<file path="src/rtl/seg7_scan_driver.sv">
`default_nettype none
// +--------------------------------------------------------------------------+
// | Module   : seg7_scan_driver                                              |
// | Purpose  : Time-multiplexed driver for a DIGITS-wide common-anode        |
// |            7-segment display. Loads are held in a shadow register and    |
// |            committed only at frame boundaries; optional leading-zero     |
// |            suppression.                                                  |
// | Options  : HEX_DISPLAY_EN - when defined, codes 10..15 show A b C d E F; |
// |            otherwise those codes are blank.                              |
// | Revision : 1.0 - initial release                                         |
// +--------------------------------------------------------------------------+
module seg7_scan_driver #(
    parameter int DIGITS   = 4,
    parameter int SCAN_DIV = 50000
) (
    input  logic                  clk,
    input  logic                  rst,
    input  logic                  load,
    input  logic [4*DIGITS-1:0]   bcd_in,
    input  logic [DIGITS-1:0]     dp_in,
    input  logic                  lz_blank,
    output logic [DIGITS-1:0]     an,
    output logic [6:0]            seg,
    output logic                  dp,
    output logic                  pending,
    output logic                  frame_tick
);

    localparam int c_PW = $clog2(SCAN_DIV);
    localparam int c_IW = (DIGITS > 1) ? $clog2(DIGITS) : 1;
    localparam logic [c_PW-1:0] c_PRESC_LAST = c_PW'(SCAN_DIV - 1);
    localparam logic [c_IW-1:0] c_IDX_LAST   = c_IW'(DIGITS - 1);

    // Active-high gfedcba segment pattern for one code; zero means all dark.
    function automatic logic [6:0] f_decode(input logic [3:0] code);
        logic [6:0] p;
        case (code)
            4'd0: p = 7'h3F;
            4'd1: p = 7'h06;
            4'd2: p = 7'h5B;
            4'd3: p = 7'h4F;
            4'd4: p = 7'h66;
            4'd5: p = 7'h6D;
            4'd6: p = 7'h7D;
            4'd7: p = 7'h07;
            4'd8: p = 7'h7F;
            4'd9: p = 7'h6F;
`ifdef HEX_DISPLAY_EN
            4'd10: p = 7'h77;
            4'd11: p = 7'h7C;
            4'd12: p = 7'h39;
            4'd13: p = 7'h5E;
            4'd14: p = 7'h79;
            4'd15: p = 7'h71;
`else
            default: p = 7'h00;
`endif
        endcase
        return p;
    endfunction

    logic [c_PW-1:0]     r_presc;
    logic [c_IW-1:0]     r_idx;
    logic [4*DIGITS-1:0] r_shadow_bcd;
    logic [DIGITS-1:0]   r_shadow_dp;
    logic [4*DIGITS-1:0] r_disp_bcd;
    logic [DIGITS-1:0]   r_disp_dp;
    logic                r_pending;
    logic                r_tick;
    logic [DIGITS-1:0]   r_an;
    logic [6:0]          r_seg;
    logic                r_dp;
    logic                r_live;

    logic                w_term;
    logic                w_wrap;
    logic                w_upd;
    logic [c_IW-1:0]     w_idx_nxt;
    logic [4*DIGITS-1:0] w_disp_bcd_nxt;
    logic [DIGITS-1:0]   w_disp_dp_nxt;
    logic [3:0]          w_digit;
    logic                w_dp_bit;
    logic                w_blank;
    logic                w_allz;
    logic [DIGITS-1:0]   w_an_nxt;
    logic [6:0]          w_seg_nxt;

    assign w_term = (r_presc == c_PRESC_LAST);
    assign w_wrap = w_term && (r_idx == c_IDX_LAST);
    // Outputs refresh on each digit change, plus once right after reset so
    // digit 0 lights immediately instead of waiting a full dwell.
    assign w_upd  = w_term || !r_live;

    // Next-state index and display contents; a load on the wrap cycle goes
    // straight to the display so it is never lost in the shadow.
    always_comb begin
        w_idx_nxt      = r_idx;
        w_disp_bcd_nxt = r_disp_bcd;
        w_disp_dp_nxt  = r_disp_dp;
        if (w_term) begin
            w_idx_nxt = (r_idx == c_IDX_LAST) ? '0 : r_idx + c_IW'(1);
        end
        if (w_wrap) begin
            w_disp_bcd_nxt = load ? bcd_in : r_shadow_bcd;
            w_disp_dp_nxt  = load ? dp_in  : r_shadow_dp;
        end
    end

    // Select the digit to show next and work out leading-zero blanking,
    // scanning from the most significant digit down.
    always_comb begin
        w_digit  = 4'd0;
        w_dp_bit = 1'b0;
        w_blank  = 1'b0;
        w_allz   = 1'b1;
        w_an_nxt = '1;
        for (int k = DIGITS - 1; k >= 0; k--) begin
            w_allz = w_allz & (w_disp_bcd_nxt[4*k +: 4] == 4'd0);
            if (w_idx_nxt == c_IW'(k)) begin
                w_digit     = w_disp_bcd_nxt[4*k +: 4];
                w_dp_bit    = w_disp_dp_nxt[k];
                w_blank     = lz_blank && (k != 0) && w_allz;
                w_an_nxt[k] = 1'b0;
            end
        end
        w_seg_nxt = w_blank ? 7'h7F : ~f_decode(w_digit);
    end

    // Prescaler and digit index.
    always_ff @(posedge clk) begin
        if (rst) begin
            r_presc <= '0;
            r_idx   <= '0;
        end else begin
            r_presc <= w_term ? '0 : r_presc + c_PW'(1);
            r_idx   <= w_idx_nxt;
        end
    end

    // Shadow capture, frame-boundary commit, pending flag and frame tick.
    always_ff @(posedge clk) begin
        if (rst) begin
            r_shadow_bcd <= '0;
            r_shadow_dp  <= '0;
            r_disp_bcd   <= '0;
            r_disp_dp    <= '0;
            r_pending    <= 1'b0;
            r_tick       <= 1'b0;
        end else begin
            if (load) begin
                r_shadow_bcd <= bcd_in;
                r_shadow_dp  <= dp_in;
            end
            r_disp_bcd <= w_disp_bcd_nxt;
            r_disp_dp  <= w_disp_dp_nxt;
            if (w_wrap) begin
                r_pending <= 1'b0;
            end else if (load) begin
                r_pending <= 1'b1;
            end
            r_tick <= w_wrap;
        end
    end

    // Registered pin drivers, updated together with the digit index.
    always_ff @(posedge clk) begin
        if (rst) begin
            r_an   <= '1;
            r_seg  <= 7'h7F;
            r_dp   <= 1'b1;
            r_live <= 1'b0;
        end else begin
            r_live <= 1'b1;
            if (w_upd) begin
                r_an  <= w_an_nxt;
                r_seg <= w_seg_nxt;
                r_dp  <= ~w_dp_bit;
            end
        end
    end

    assign an         = r_an;
    assign seg        = r_seg;
    assign dp         = r_dp;
    assign pending    = r_pending;
    assign frame_tick = r_tick;

endmodule
`default_nettype wire

</file>
<file path="config.mk">
export PLATFORM = sky130hd
export DESIGN_NAME = seg7_scan_driver
export DESIGN_NICKNAME = d
export VERILOG_FILES = /design/src/rtl/seg7_scan_driver.sv
export SDC_FILE = /design/constraint.sdc
export NUM_CORES = 1
export LEC_CHECK = 0
export BUFFER_PORTS_ARGS = -buffer_cell sky130_fd_sc_hd__buf_2
export CAP_MARGIN = 25
export CORE_AREA = 3 3 81 83
export DETAILED_ROUTE_END_ITERATION = 7
export DIE_AREA = 0 0 84 86
export GPL_ROUTABILITY_DRIVEN = 0
export PLACE_DENSITY = 0.87
export REMOVE_ABC_BUFFERS = 1
export SKIP_CTS_REPAIR_TIMING = 1
export SKIP_LAST_GASP = 1
export SYNTH_ARGS = -nofsm -noshare
export SYNTH_HDL_FRONTEND = slang
export SYNTH_SLANG_ARGS = --single-unit
</file>
<file path="constraint.sdc">
create_clock -name clk -period 4.2 [get_ports clk]
set_clock_uncertainty 0.2 [all_clocks]
set_input_delay 0.63 -clock clk [delete_from_list [all_inputs] [get_ports clk]]
set_output_delay 0.63 -clock clk [all_outputs]
set_load 0.01 [all_outputs]
</file>
Word level (Yosys, flattened, before mapping)
Memories as Yosys holds them, arrays and structs flattened. Cells that the tools add are included.

Output and inout bits: 14. Memories: 1. Memory bits (writable): 0. Word-level logic and storage cells: 60. ROM bits: 112. Latch bits: 0. Input bits: 24. Register bits: 73.

Shift operators: 0. Eq/ne operators: 5. Order comparisons: 0. Muxes and demuxes: 24. Bitwise operators: 4. Reductions and logical operators: 12. Div/mod/pow operators: 0. Add/sub/neg operators: 2. Multipliers: 0.

Memories: (name not given) (depth 16, width 7, read ports 1, clocked after Yosys merged registers in 0, write ports 0, RTL line 37) `case (code)`.

Operators by type and width (count): $mux 16 (2); $mux 4 (6); $add 16x1->16 const B (1); $eq 16x16->1 const B (1); $mux 1 (13); $logic_not 4->1 (3); $mux 7 (1); $not 7->7 (1); $eq 2x2->1 const B (3); $logic_and 1x1->1 (4); $mux 2 (2); $reduce_or 2->1 (2); $add 2x1->2 const B (1); $and 1x1->1 (2); $eq 2x1->1 const B (1); $logic_not 2->1 (1); $logic_not 1->1 (1); $logic_or 1x1->1 (1); $not 1->1 (1).

Logic depth before layout (Yosys ltp)
Gate-level depths: netlist of run 1. An unclocked memory read counts as a cell.

Depth in word-level cells: 11. Depth in mapped cells: 13. Gate-level depth less buffers: 11.

Worst setup path before layout of run 1
Ideal clock, no wire load.

Path type: flip-flop to flip-flop. Start: register r_presc[12]. End: register r_seg[6] (netlist: seg[6]). Setup time: 0.131 ns. Data arrival time: 3.143 ns. Period minus slack after synthesis: 3.474 ns. Path buffers: 2. Required time: 3.869 ns. Setup slack: 0.726 ns. Cell stages (with the launch flop): 13. Path through: dfxtp_1 > or4_4 > or4_4 > buf_6 > mux2_4 > buf_6 > mux2i_1 > mux2i_1 > inv_1 > ha_1 > nand3b_1 > nor4b_1 > a211oi_1.

Word-level cells in the longest chain between the ends: 10. Elaborated cells on any way between the ends: 28. Classes of those cells: 4 x eq/ne; 11 x mux; 3 x bitwise; 9 x reduce/logical; 1 x memory.

RTL lines: start, declared (RTL line 62) `logic [c_PW-1:0] r_presc;`; start signal, assigned (RTL line 135) `r_presc <= w_term ? '0 : r_presc + c_PW'(1);`; $eq 16x16->1 (*) (RTL line 88) `assign w_term = (r_presc == c_PRESC_LAST);`; $mux 2 or $logic_and 1x1->1 (tied branches) (RTL line 100, 89); $eq 2x2->1 or $mux 16 (tied branches) (RTL line 119, 103); $mux 4 or $logic_not 4->1 (tied branches) (RTL line 119, 118); $mux 4 (tied with other cells) (3 in series) (RTL line 119) `if (w_idx_nxt == c_IW'(k)) begin`; $mem_v2 16x7 or $mux 1 (tied branches); $not 7->7 or $mux 1 (tied branches) (RTL line 126, 119); $mux 7 (RTL line 126) `w_seg_nxt = w_blank ? 7'h7F : ~f_decode(w_digit);`; end signal, assigned (RTL line 176) `r_seg <= w_seg_nxt;`; end, declared (RTL line 71) `logic [6:0] r_seg;`.

Mark *: on every way between the ends. The rest lies on a longest branch, timed or not. A chain may end at the register's enable or synchronous reset.

Worst setup path after layout of run 1
Start: register r_presc[5]. End: register r_seg[6] (netlist: seg[6]).

The elaborated chain is that of the path after synthesis.

==> results.toml, run 1 <==
[status]
status = "complete, no violations"

[grt]
use_met3_pct = 3.362
grt_pass1_wl_um = 11740
gr-usage-all-layers_pct = 20.17
antenna_found_initial = 0
grt_max_degree = 39
use_met1_pct = 23.51
top_usage_layer = "met2"
grt_pass1_vias = 2543
gr-total-overflow = 0
grt_use_met2_pct = 35.36

[clocking]
clock_path_buffers = 2
cts-root-buf = "clkbuf_8"
worstSkewPairLatency_ns = 0.35
h-tree-depth = 3
cts_tree = "done"
cts.reportedPaths.clkPinSlew_ns = 0.08
numCtsBuffers = 9
clock-sinks = 73

[worst_setup_path]
cp-start-kind = "register"
critPathLaunch = "r_presc[5]"
timing.rr.end = "seg[6]"
arrival_ns = 3.77
slowest_delay_ns = 0.63
rr_worst_depth = 10
path_cells = "or4bb_1, or4_4, mux2_4, mux2i_1, mux2i_1, inv_1, ha_1, nand3b_1, nor4b_1, a211oi_1"
worstSetupEndpointType = "register"
crit_slowest_cell = "or4_4"
crit_fanout = 14
cp-endpoint = "seg[6]"
rrSetupSlack_ns = 0.46
r2r-start = "r_presc[5]"
critPathMostFrequentCell = "mux2i_1"
worstPathRequired_ns = 4.23
path_class = "register to register"

[timing]
hold_viol = 0
fmax_ghz = 0.2676
slew_headroom_pct = 53.43
setup_violations = 0
worst_pin_slew_ns = 0.6985
final-max-slew-violation-count = 0
finalSetupTns_ns = 0
rsz0062_at_grt = "no"
fin_crit_sh_pct = 88.97
worst_slack_ns = 0.4633
period_needed_ns = 3.737

[yosys]
synthFlopType = "dfxtp_1"
yosysWarnings = 0
ys_seq_area_share_pct = 43.40
synthTopCellsByArea = "dfxtp_1, mux2i_1, nor2_1"
synth-edff-count = 0
synthDistinctLibCells = 48
synth_top_area_share_pct = 43.40
ys_seq_elements = 73
async_reset_ff_share_pct = 0
yosys.area.top_type = "dfxtp_1"
synth_cells = 352
avgSynthCellArea_um2 = 9.565
syn_area_mm2 = 0.003367

[cells_and_area]
layout-drive-gt1-share_pct = 22.19
fin_util_pct = 64.52
fin_nets = 418
final_common_cell = "dfxtp_1"
areaGrowthSynthToFinish_pct = 13.45
diodes = 0
layout_common_cells = "dfxtp_1, nor2_1, buf_2, mux2i_1, mux2_2"

[die]
start_util_pct = 56.87
std_cell_rows = 28
die_w_um = 84
io_pins = 38
core_mm2 = 0.005921
die_area_mm2 = 0.007224
die_h_um = 86

[hold_path]
hp-class = "register to register"

[pwr]
pwr_density_cell_mw_per_mm2 = 374.2
p_leak_uw = 0.001545
peakVddDrop_mv = 0.3917

[route]
wl_per_cell_um = 15.05
wl_um = 7029
vias_per_cell = 5.621
first_iter_violations = 135
drc = 0
vias = 2625
drtAntennaViolNets = 0
dr.pass1.iters = 4

[flow_run]
drv_cap = 0

[placement]
port_buffers = 37
preCtsSetupSlack_ns = 0.4449
hpwlAfterDp_um = 4973
[metal layers]
layer,up-vias,part of all wire (%),wire length (um)
met3,14,3.1,217
met1,1276,44,3084
li1,1298,-,-
met4,0,2.4,166
met5,-,0,0
met2,37,51,3560
[cells in the mapped netlist (all sizes together), types with 3 or more instances]
| cell | number |
|---|---|
| inv | 13 |
| nor3 | 5 |
| nor4b | 3 |
| dfxtp | 73 |
| a21oi | 6 |
| buf | 8 |
| nand2 | 12 |
| a31oi | 5 |
| mux2i | 32 |
| nand3 | 16 |
| xnor2 | 6 |
| a211oi | 6 |
| nand3b | 4 |
| xor2 | 8 |
| clkbuf | 8 |
| and3 | 8 |
| ha | 7 |
| nor4 | 7 |
| nor2 | 65 |
| and2 | 9 |
| mux2 | 21 |
| o21ai | 9 |
[flip-flops by register name, summed over array words and instances, names as in the netlist]
| signal | count |
|---|---|
| an | 4 |
| dp | 1 |
| frame_tick | 1 |
| pending | 1 |
| r_disp_bcd | 16 |
| r_disp_dp | 4 |
| r_idx | 2 |
| r_live | 1 |
| r_presc | 16 |
| r_shadow_bcd | 16 |
| r_shadow_dp | 4 |
| seg | 7 |
[final cells by class]
class	count	area, um2
repair buffers	40	207.7
multi-input cells	250	1779
clock buffers	11	151.4
clock inverters	5	77.57
inverters	13	48.80
fillers	483	2101
flip-flops and latches	73	1461
well taps	75	93.84
[per-stage QoR]
| step | cells | instance area [um2] | hold WS (ns) | power, uW |
|---|---|---|---|---|
| 6_report | 467 | 3820 | 0.2634 | 1429 |
| 5_1_grt | 467 | 3820 | 0.2807 | 1476 |
| 4_1_cts | 467 | 3820 | 0.2633 | 1436 |
| 3_5_place_dp | 451 | 3591 | 0.2424 | 819.1 |
| 3_3_place_gp | 451 | 3591 | 0.2294 | 815.6 |
| 2_1_floorplan | 336 | 3281 | 0.2132 | 778.7 |
[worst max-delay path, delay by kind of cell, from the launching register on]
family	cells	cell delay (ns)
AO/OA/AOI/OAI	1	0.08
AND/OR/NAND/NOR	4	1.65
buffers and inverters	1	0.15
flip-flops	1	0.35
multiplexers	3	0.93
adder cells (fa/ha/maj)	1	0.24
[how the worst min path moves through the flow]
stage | from | endpoint | slack [ns] | depth (start not counted)
detailed placement | r_presc[0] | r_presc[0] | 0.24 | 1
floorplan | r_presc[0] | r_presc[0] | 0.21 | 1
finish | r_presc[0] | r_presc[0] | 0.26 | 1
global placement | r_presc[0] | r_presc[0] | 0.23 | 1
global route | r_presc[0] | r_presc[0] | 0.28 | 1
CTS | r_presc[0] | r_presc[0] | 0.26 | 1
[kinds of logic (layout without fill, tap and decap cells)]
family                     after synthesis  in the layout  share of synthesized area (%)
and+or+nand+nor                        138            138                          20.59
DFF                                     73             73                          43.40
muxes                                   53             53                          17.87
AOI/OAI and AO/OA                       38             38                          7.879
buffers and inverters                   29             69                          4.013
xor gates and xnor gates                14             14                          3.642
adders and majority gates                7              7                          2.601
[power by group]
part           switching [uW]  leakage (uW)  internal, uW
Clock                     261      0.000115           365
Sequential               9.58      0.000596           712
Combinational            46.5      0.000834          35.7
Total                     317       0.00155          1110
Power figures use the tool's default switching activity.
==> run 2: changes to the inputs <==
==> constraint.sdc (replaced) <==
create_clock -name clk -period 4.2 [get_ports clk]
set_clock_uncertainty 0.2 [all_clocks]
set_input_delay 0.42 -clock clk [delete_from_list [all_inputs] [get_ports clk]]
set_output_delay 0.42 -clock clk [all_outputs]
set_load 0.01 [all_outputs]
==> run 2 against run 1 <==
Against the previous run:
- via count is 1.4% higher
- count of clock-buffer cells in the layout increased by 2
- non-clock buffer count fell by 1
- maximum frequency is 3.7% lower
- final cell count shrank 0.43%
- combinational power fell by 1%
- sequential share of layout area is 0.075 points higher
- power is 0.51% higher
- cell area fell by 0.20%
- utilization is 0.13 points lower
==> results.toml, run 2 (synthesis gave the netlist of run 1 again) <==
[die]
core_mm2 = 0.005921
start_util_pct = 56.87
io_pins = 38
die_area_mm2 = 0.007224
std_cell_rows = 28
die_h_um = 86
die_w_um = 84

[worst_setup_path]
worstSetupEndpointType = "register"
worstPathRequired_ns = 4.22
crit_fanout = 14
path_class = "register to register"
critPathMostFrequentCell = "mux2i_1"
crit_slowest_cell = "or4_4"
cp.buffers_inverters = 1
path_delay_family = "simple AND/OR/NAND/NOR gates"
cp-start-kind = "register"
slowest_delay_ns = 0.64
path_cells = "or4bb_1, or4_4, mux2_4, mux2i_1, mux2i_1, inv_1, ha_1, nand3b_1, nor4b_1, a211oi_1"
arrival_ns = 3.90

[clocking]
h-tree-depth = 3
cts-root-buf = "clkbuf_8"
cts_tree = "done"
clock_path_buffers = 2
numCtsBuffers = 9
clock-sinks = 73
worstSkewPairLatency_ns = 0.35
cts.reportedPaths.clkPinSlew_ns = 0.07

[hold_path]
hp-class = "input port to register"

[grt]
antenna_found_initial = 0
grt_pass1_wl_um = 12230
grt_pass1_vias = 2620
gr-usage-all-layers_pct = 21.22
gr-total-overflow = 0
grt_max_degree = 39

[timing]
worst_pin_slew_ns = 0.6695
rsz0062_at_grt = "no"
final-max-slew-violation-count = 0
slew_headroom_pct = 55.36
setup_violations = 0
fin_crit_sh_pct = 92.40
fmax_ghz = 0.2577
finalSetupTns_ns = 0
period_needed_ns = 3.881
hold_viol = 0
worst_slack_ns = 0.3192

[route]
wl_met3_um = 245
drc = 0
vias = 2661
dr.max_layer_used = "met4"
wl_per_cell_um = 15.56
wl_met2_um = 3724
dr.pass1.iters = 4
drtAntennaViolNets = 0
wl_um = 7234
vias_per_cell = 5.723
wl_met1_um = 3084
first_iter_violations = 125

[cells_and_area]
areaGrowthSynthToFinish_pct = 13.23
diodes = 0
final_area_mm2 = 0.003812
reg_top3 = "r_disp_bcd: 16 flops, r_presc: 16 flops, r_shadow_bcd: 16 flops"
fin_nets = 417
layout-drive-gt1-share_pct = 21.54
final_common_cell = "dfxtp_1"
layout_common_cells = "dfxtp_1, nor2_1, buf_2, mux2i_1, mux2_2"

[pwr]
peakVddDrop_mv = 0.2807
pwr_density_cell_mw_per_mm2 = 376.9
p_leak_uw = 0.001541

[flow_run]
drv_cap = 0

[status]
status = "complete, no violations"

[placement]
place_area_mm2 = 0.003583
hpwlAfterDp_um = 5054
preCtsSetupSlack_ns = 0.5063
port_buffers = 37
-- run 2: cell types whose count changed in the layout (fill, tap and decap cells not counted) --
| cell | change |
|---|---|
| clkinv_2 | -2 |
| clkbuf_1 | +1 |
| buf_4 | -1 |
| clkinvlp_4 | -1 |
| clkbuf_8 | +1 |
-- run 2: worst min-delay path, stage by stage --
cell and delay [ns]:
buf_2 0.07, mux2i_1 0.07, nor2_1 0.08
-- run 2: where the power goes --
group | internal (uW) | switching (uW) | total [uW] | leakage [uW]
clock network | 381 | 254 | 634 | 0.000116
logic | 35.2 | 45.9 | 81.1 | 0.000829
registers | 712 | 9.66 | 722 | 0.000596
-- run 2: metal layers --
layer | vias to the layer above | global-route usage (%)
met4 | 0 | 10.23
met5 | - | 0
met1 | 1293 | 23.66
met2 | 55 | 38.47
met3 | 14 | 4.515
li1 | 1299 | -
-- run 2: path summary, 6_finish.rpt --
kind                                  from             end  slack, ns  depth (start not counted)
worst min-delay path              dp_in[3]  r_shadow_dp[3]       0.12                          3
worst min register to register  r_presc[0]      r_presc[0]       0.27                          1
worst max register to register  r_presc[5]          seg[6]       0.32                         10
worst max-delay path            r_presc[5]          seg[6]       0.32                         10
-- run 2: layout make-up --
cell class / instances / area [um2]
Clock inverter: 2 / 60.06
Clock buffer: 13 / 168.9
Tap cell: 75 / 93.84
Inverter: 13 / 48.80
Sequential cell: 73 / 1461
Multi-Input combinational cell: 250 / 1779
Timing Repair Buffer: 39 / 200.2
Fill cell: 464 / 2108
-- run 2: per-stage QoR --
| stage | util (%) | power (uW) | std cells | hold slack (ns) |
|---|---|---|---|---|
| after floorplan | - | 778.7 | 336 | 0.2132 |
| final | 64.39 | 1437 | 465 | 0.1230 |
| after global routing | 64.39 | 1481 | 465 | 0.1384 |
| after detailed placement | 60.52 | 818.2 | 450 | 0.2435 |
| after global placement | 60.52 | 815.0 | 450 | 0.2295 |
| after CTS | 64.39 | 1444 | 465 | 0.1153 |
==> run 3: changes to the inputs <==
Settings changed: BUFFER_PORTS_ARGS -buffer_cell sky130_fd_sc_hd__buf_2 to -buffer_cell sky130_fd_sc_hd__buf_4.
==> run 3 against run 2 <==
Against the previous run:
- setup slack better by 0.19 ns
- global-route usage down 0.13 points
- maximum frequency up 5.2%
- utilization up 1.1 points
- sequential power about the same
- sequential share of layout area down 0.63 points
- final cell count unchanged
- critical path type unchanged
- critical endpoint unchanged
- sequential cell count unchanged
==> results.toml, run 3 (synthesis gave the netlist of run 1 again) <==
[status]
status = "complete, no violations"

[clocking]
cts.reportedPaths.clkPinSlew_ns = 0.07
worstSkewPairLatency_ns = 0.35
clock-sinks = 73
h-tree-depth = 3
clock_path_buffers = 2
cts-root-buf = "clkbuf_8"
numCtsBuffers = 9
cts_tree = "done"

[cells_and_area]
diodes = 0
fin_nets = 416
fin_util_pct = 65.47
multi_input_area_mm2 = 0.001779
seq_area_mm2 = 0.001461
reg_top3 = "r_disp_bcd: 16 flops, r_presc: 16 flops, r_shadow_bcd: 16 flops"
areaGrowthSynthToFinish_pct = 15.12
layout-drive-gt1-share_pct = 21.28
final_common_cell = "dfxtp_1"
final_cells = 465
layout_common_cells = "dfxtp_1, nor2_1, buf_4, mux2i_1, mux2_2"
fillers = 444

[pwr]
clkPwrFrac_pct = 41.4
power_frac_comb_pct = 6.6
cell_internal_pwr_uw = 1079
swShare_pct = 22.20
pwr_density_cell_mw_per_mm2 = 357.7
p_total_uw = 1387
p_leak_uw = 0.001565
peakVddDrop_mv = 0.2051
power_frac_seq_pct = 52.0
power_switching_uw = 307.9

[hold_path]
worstHoldPathCells = 3
min_from = "dp_in[0]"
hp-class = "input port to register"
worstHoldEndpoint = "r_shadow_dp[0]"

[worst_setup_path]
r2r-start = "r_presc[12]"
cp-start-kind = "register"
slowest_delay_ns = 0.67
worstPathRequired_ns = 4.23
worstSetupEndpointType = "register"
path_class = "register to register"
crit_slowest_cell = "or4_4"
crit_fanout = 14
timing.rr.end = "seg[6]"
rrSetupSlack_ns = 0.51
path_cells = "or4_4, or4_4, mux2_4, mux2i_1, mux2i_1, inv_1, ha_1, nand3b_1, nor4b_1, a211oi_1"
rr_worst_depth = 10
arrival_ns = 3.72

[placement]
placedCellCount = 449
hpwlAfterDp_um = 4999
port_buffers = 37

[grt]
antenna_found_initial = 0
gr-usage-all-layers_pct = 21.09
gr-total-overflow = 0
grt_use_met2_pct = 37.89
top_usage_layer = "met2"
use_met1_pct = 22.99
grt_max_degree = 39
use_met3_pct = 6.340
grt_pass1_vias = 2638
grt_pass1_wl_um = 12030

[timing]
finalSetupTns_ns = 0
hold_viol = 0
period_needed_ns = 3.690
hold_slack_ns = 0.1253
rsz0062_at_grt = "no"
final-max-slew-violation-count = 0
fmax_ghz = 0.2710
setup_violations = 0
fin_crit_sh_pct = 87.86
worst_pin_slew_ns = 0.6376
slew_headroom_pct = 57.34

[route]
drtAntennaViolNets = 0
drc = 0
dr.pass1.iters = 4
wl_per_cell_um = 15.35
vias = 2620
wl_um = 7138
vias_per_cell = 5.634
first_iter_violations = 142

[die]
core_mm2 = 0.005921
start_util_pct = 56.87
die_w_um = 84
die_h_um = 86
die_area_mm2 = 0.007224
std_cell_rows = 28
io_pins = 38

[flow_run]
drv_cap = 0
run 3: cell types whose count changed in the layout (fill, tap and decap cells not counted):
cell / previous run / this run
clkinv_2: 0 / 1
buf_4: 2 / 38
bufinv_16: 2 / 1
clkbuf_1: 1 / 2
buf_2: 37 / 0
run 3: worst max-delay path by stage:
stage	start	endpoint	slack (ns)	cells after the start
floorplan	r_presc[12]	seg[6]	0.03	10
global placement	r_presc[12]	seg[6]	0.65	10
detailed placement	r_presc[12]	seg[6]	0.53	10
CTS	r_presc[12]	seg[6]	0.52	10
global route	r_presc[5]	seg[6]	0.30	9
finish	r_presc[12]	seg[6]	0.51	10
run 3: through the flow:
step / area, um2 / setup WS [ns]
2_1_floorplan: 3281 / 0.03311
3_3_place_gp: 3669 / 0.6510
3_5_place_dp: 3669 / 0.5332
4_1_cts: 3876 / 0.5204
5_1_grt: 3876 / 0.3047
6_report: 3876 / 0.5098
run 3: layout make-up:
cell class	instances	share of cell area, %
Inverter	13	1.259
Clock inverter	2	0.9038
Tap cell	75	2.421
Clock buffer	14	4.454
Sequential cell	73	37.70
Multi-Input combinational cell	250	45.90
Timing Repair Buffer	38	7.360
run 3: power groups by stage:
stage / Sequential [uW] / Combinational, uW / Clock [uW]
2_1_floorplan: 738 / 40.8 / 0
3_5_place_dp: 737 / 90.5 / 0
5_1_grt: 723 / 100 / 605
3_3_place_gp: 736 / 87.6 / 0
4_1_cts: 721 / 91.7 / 578
6_report: 721 / 91.0 / 574
run 3: critical path: cells and delay by family (launching register included):
family | cells | cell delay [ns]
compound gates | 1 | 0.08
fa+ha+maj | 1 | 0.23
buf+inv | 1 | 0.13
flops | 1 | 0.34
mux | 3 | 0.93
simple gates | 4 | 1.66
run 3: per-layer routing:
layer | routed length [um] | vias up
met3 | 280 | 21
li1 | - | 1291
met5 | 0 | -
met1 | 2963 | 1252
met2 | 3694 | 56
met4 | 200 | 0
